`src/rtl/alu_result_fifo.sv`:
```
// Decouples ALU result production from a slow writeback consumer: head visible 1 cycle after push, no bypass.
// Backpressure: in_ready = !full from registered pointers; refused pushes are dropped and the producer must hold.
module alu_result_fifo #(
    parameter int DEPTH  = 4,
    parameter int WIDTH  = 16,
    parameter int CODE_W = 5
) (
    input  logic                     clk,
    input  logic                     rst_n,
    input  logic                     in_valid,
    output logic                     in_ready,
    input  logic [WIDTH-1:0]         in_result,
    input  logic                     in_overflow,
    input  logic [CODE_W-1:0]        in_code,
    output logic                     out_valid,
    input  logic                     out_ready,
    output logic [WIDTH-1:0]         out_result,
    output logic                     out_overflow,
    output logic [CODE_W-1:0]        out_code,
    output logic                     out_is_cond,
    output logic [$clog2(DEPTH):0]   count,
    input  logic                     ovf_clear,
    output logic                     ovf_sticky,
    output logic [7:0]               ovf_count
);
    localparam int AW = $clog2(DEPTH);

    typedef struct packed {
        logic [WIDTH-1:0]  result;
        logic              overflow;
        logic [CODE_W-1:0] code;
    } entry_t;

    entry_t        mem [DEPTH];
    entry_t        head;
    logic [AW:0]   wr_ptr;
    logic [AW:0]   rd_ptr;
    logic          full;
    logic          empty;
    logic          push;
    logic          pop;
    logic          ovf_event;

    // Extra pointer MSB distinguishes full from empty when the indices match.
    assign empty     = (wr_ptr == rd_ptr);
    assign full      = (wr_ptr[AW-1:0] == rd_ptr[AW-1:0]) && (wr_ptr[AW] != rd_ptr[AW]);
    assign in_ready  = !full;
    assign out_valid = !empty;
    assign count     = wr_ptr - rd_ptr;
    assign push      = in_valid && in_ready;
    assign pop       = out_valid && out_ready;
    assign ovf_event = push && in_overflow;

    always_ff @(posedge clk or negedge rst_n) begin
        if (!rst_n) begin
            wr_ptr <= '0;
            rd_ptr <= '0;
        end else begin
            if (push) wr_ptr <= wr_ptr + 1'b1;
            if (pop)  rd_ptr <= rd_ptr + 1'b1;
        end
    end

    always_ff @(posedge clk) begin
        if (push) mem[wr_ptr[AW-1:0]] <= '{result: in_result, overflow: in_overflow, code: in_code};
    end

    // A clear coinciding with an overflow push keeps the new event.
    always_ff @(posedge clk or negedge rst_n) begin
        if (!rst_n) begin
            ovf_sticky <= 1'b0;
            ovf_count  <= 8'd0;
        end else if (ovf_clear) begin
            ovf_sticky <= ovf_event;
            ovf_count  <= ovf_event ? 8'd1 : 8'd0;
        end else if (ovf_event) begin
            ovf_sticky <= 1'b1;
            if (ovf_count != 8'hFF) ovf_count <= ovf_count + 8'd1;
        end
    end

    always_comb begin
        head         = mem[rd_ptr[AW-1:0]];
        out_result   = '0;
        out_overflow = 1'b0;
        out_code     = '0;
        out_is_cond  = 1'b0;
        if (!empty) begin
            out_result   = head.result;
            out_overflow = head.overflow;
            out_code     = head.code;
            out_is_cond  = (head.code[CODE_W-1:CODE_W-2] == 2'b11);
        end
    end
endmodule

```
`config.mk`:
```
export PLATFORM = sky130hd
export DESIGN_NAME = alu_result_fifo
export DESIGN_NICKNAME = d
export VERILOG_FILES = /design/src/rtl/alu_result_fifo.sv
export SDC_FILE = /design/constraint.sdc
export NUM_CORES = 1
export LEC_CHECK = 0
export BUFFER_PORTS_ARGS = -buffer_cell sky130_fd_sc_hd__buf_2
export CAP_MARGIN = 10
export CORE_MARGIN = 2
export CORE_UTILIZATION = 35
export CTS_BUF_LIST = sky130_fd_sc_hd__clkbuf_8
export DETAILED_ROUTE_END_ITERATION = 8
export HOLD_SLACK_MARGIN = 0.06
export SETUP_SLACK_MARGIN = 0.05
export SYNTH_ARGS = -nofsm -noshare
export SYNTH_HDL_FRONTEND = slang
export SYNTH_SLANG_ARGS = --single-unit
```
`constraint.sdc`:
```
create_clock -name clk -period 2.38 [get_ports clk]
set_input_delay 0.357 -clock clk [delete_from_list [all_inputs] [get_ports clk]]
set_output_delay 0.357 -clock clk [all_outputs]
set_load 0.01 [all_outputs]
```
==> impl_metrics.py <==
metrics = {
    "outcome": {
        "status": "complete, no violations",
    },
    "clock_network": {
        "cts_root_buf": "clkbuf_8",
        "cts_tree": "yes",
        "cts_sinks": 103,
        "insertion_delay_ns": 0.36,
        "clockBufferDepth": 2,
        "htreeDepth": 3,
        "clk_pin_slew_ns": 0.09,
        "numCtsBuffers": 9,
    },
    "global_routing": {
        "grt_first_pass_wirelength_mm": 12.23,
        "antenna_found_initial": 1,
        "gr-usage-all-layers_pct": 12.80,
        "gr-total-overflow": 0,
        "grt_max_degree": 26,
        "grt_pass1_vias": 2316,
    },
    "sta": {
        "tightest_slew_ns": 0.3921,
        "finalSetupViolations": 0,
        "period_needed_ns": 2.270,
        "hold_viol_final": 0,
        "fin_skew_ns": 0.004996,
        "final_max_slew_viol_count": 0,
        "maxSlewHeadroom_pct": 73.86,
        "rsz0062_at_grt": "yes",
        "setup_tns_ns": 0,
        "fin_crit_sh_pct": 95.38,
        "maxClockFrequency_mhz": 440.5,
    },
    "logic_synthesis": {
        "synth-compound-area-share_pct": 2.425,
        "synth_seq_cells": 103,
        "synthCells": 234,
        "yosysTopAreaCell": "edfxtp_1",
        "synthArstFlopShare_pct": 14.56,
        "synthAdderAreaFrac_pct": 2.839,
        "avgSynthCellArea_sq_um": 18.08,
        "synth_xor_area_share_pct": 1.420,
        "synthMuxAreaShare_pct": 12.72,
        "synthTopCellsByArea": "edfxtp_1 62%, mux4_2 12%, dfrtp_1 8.9%",
        "ys_seq_area_share_pct": 71.34,
        "syn_area_sq_mm": 0.004230,
        "synth_edf_count": 88,
        "ys.flop_type": "edfxtp_1",
        "synth_top_family_by_area": "multiplexers",
        "yosys.area.top_type_share_pct": 62.47,
        "synth-simple-area-share_pct": 7.749,
        "yosysWarnings": 0,
        "synth_cell_types": 34,
        "syn-num-nets": 270,
    },
    "route": {
        "viasPerCell": 4.937,
        "dr.pass1.iters": 4,
        "vias": 2276,
        "drt_iter0_drc": 130,
        "routedWlPerCell_um": 16.98,
        "drcViolationCount": 0,
        "wl_mm": 7.829,
        "detail-route-antenna-nets": 0,
    },
    "cells_and_area": {
        "drive_gt1_share_pct": 38.02,
        "fin_nets": 345,
        "area_growth_pct": 19.34,
        "multi_input_area_sq_mm": 0.001160,
        "final_cells": 461,
        "seqCellArea_sq_mm": 0.003019,
        "nFillCells": 1090,
    },
    "place": {
        "io_buffers": 63,
        "dpl.hpwl_mm": 5.175,
        "globalplace.congestion": 0.7234,
        "place_inst": 443,
    },
    "setup_path": {
        "setup.worst_path.start": "rd_ptr[1]",
        "critical_path_class": "reg -> out",
        "reg2reg_from": "wr_ptr[0]",
        "end_kind": "output pin",
        "cp_max_fo": 25,
        "start_kind": "flop",
        "critPathRequiredTime_ns": 2.02,
        "crit_arrival_ns": 1.91,
    },
    "power": {
        "peakVddDrop_uv": 563.9,
        "p_leak_uw": 0.001864,
        "p_per_area_mw_per_mm2": 1277,
    },
    "min_path": {
        "hp-start": "in_result[14]",
        "hp-class": "in -> reg",
    },
    "die": {
        "pin_count": 64,
        "core_sq_mm": 0.01191,
        "dieArea_sq_mm": 0.01298,
        "rows": 40,
        "die_w_um": 113.9,
        "dieHeight_um": 113.9,
        "start_util_pct": 35.51,
    },
    "flow_run": {
        "cap_violations": 0,
    },
}
## synth_stat cells (3+ instances only)
| library cell | n |
|---|---|
| dfrtp_1 | 15 |
| mux4_2 | 22 |
| inv_1 | 7 |
| nor2_1 | 5 |
| nand2_1 | 8 |
| a21oi_1 | 4 |
| xnor2_1 | 4 |
| and2_1 | 27 |
| clkbuf_1 | 6 |
| buf_2 | 3 |
| nand3_1 | 5 |
| nor2b_1 | 3 |
| o21ai_0 | 4 |
| ha_1 | 8 |
| edfxtp_1 | 88 |
## worst paths after layout
check	to	slack (ns)	depth (start not counted)
setup / recovery	count[2]	0.11	4
hold / removal	mem[3][20]	0.21	1
setup reg to reg	mem[0][16]	0.32	6
hold reg to reg	ovf_sticky	0.50	1
max in group asynchronous	rd_ptr[0]	1.67	2
min in group asynchronous	rd_ptr[2]	0.43	2
## metal layers
metal / wire length [um] / share of wire (%) / track usage (%)
met5: 0 / 0 / 0
met4: 108 / 1.4 / 4.390
met3: 488 / 6.2 / 4.198
met2: 3779 / 48 / 21.19
met1: 3452 / 44 / 15.88
## area by class of cell
type                       instances  area share [%]
multi-input combinational        115           22.97
timing repair buffer              73           8.872
clock inverter                     6           1.685
sequential                       103           59.80
tap                              147           3.643
clock buffer                       9           2.454
antenna                            1         0.04957
inverter                           7          0.5204
## layout by cell type (no fill, tap or decap), types with 2 or more instances in the layout
cell,n
xnor2_1,4
mux2i_1,2
ha_1,8
inv_6,2
and2_1,23
o21a_1,2
buf_4,5
buf_2,63
o31ai_1,2
and3_1,2
o21ai_0,4
clkbuf_8,9
buf_12,3
nand3_1,4
mux4_2,22
inv_1,8
nor2b_1,3
or4_1,2
a21oi_1,4
and2_2,3
edfxtp_1,88
nand2_1,8
dfrtp_1,14
bufinv_16,2
mux2_2,2
nor2_1,5
## worst max-delay path: stages (launching register included)
cell,delay [ns]
dfrtp_1,0.39
buf_4,0.26
fa_1,0.46
xnor2_1,0.26
buf_2,0.19
## cell families after synthesis
group / count (synthesis)
flops: 103
simple gates: 58
mux: 26
compound gates: 16
buf+inv: 16
fa+ha+maj: 9
xor+xnor: 6
## power by group
part           leakage (uW)  switching [uW]  internal (uW)
Sequential         0.000998             137           2400
Clock              0.000109             555            587
Combinational      0.000757            1440           1330
## repair_timing
action                                  CTS  global route
buffers inserted                          0             0
endpoints found under the setup margin    0            22
hold buffers                              1             0
hold endpoints to repair                 15             0
resized for setup                         0             1
## sequential cells by signal, summed over array words and instances (netlist names)
name / count
ovf_sticky: 1
rd_ptr: 3
mem: 88
ovf_count: 8
wr_ptr: 3
## through the flow
step / utilization [%] / hold WS, ns / power, uW / worst slack [ns] / area, sq um
3_3_place_gp: 40.27 / 0.2930 / 5316 / 0.3585 / 4797
4_1_cts: 42.11 / 0.1813 / 6506 / 0.05485 / 5016
2_1_floorplan: - / 0.06141 / 4255 / 0.01306 / 4237
3_5_place_dp: 40.27 / 0.2916 / 5352 / 0.3363 / 4797
6_report: 42.38 / 0.2068 / 6448 / 0.1100 / 5049
5_1_grt: 42.36 / 0.1851 / 6874 / 0.03231 / 5046
Note: power is estimated with default switching activity, not from simulation.
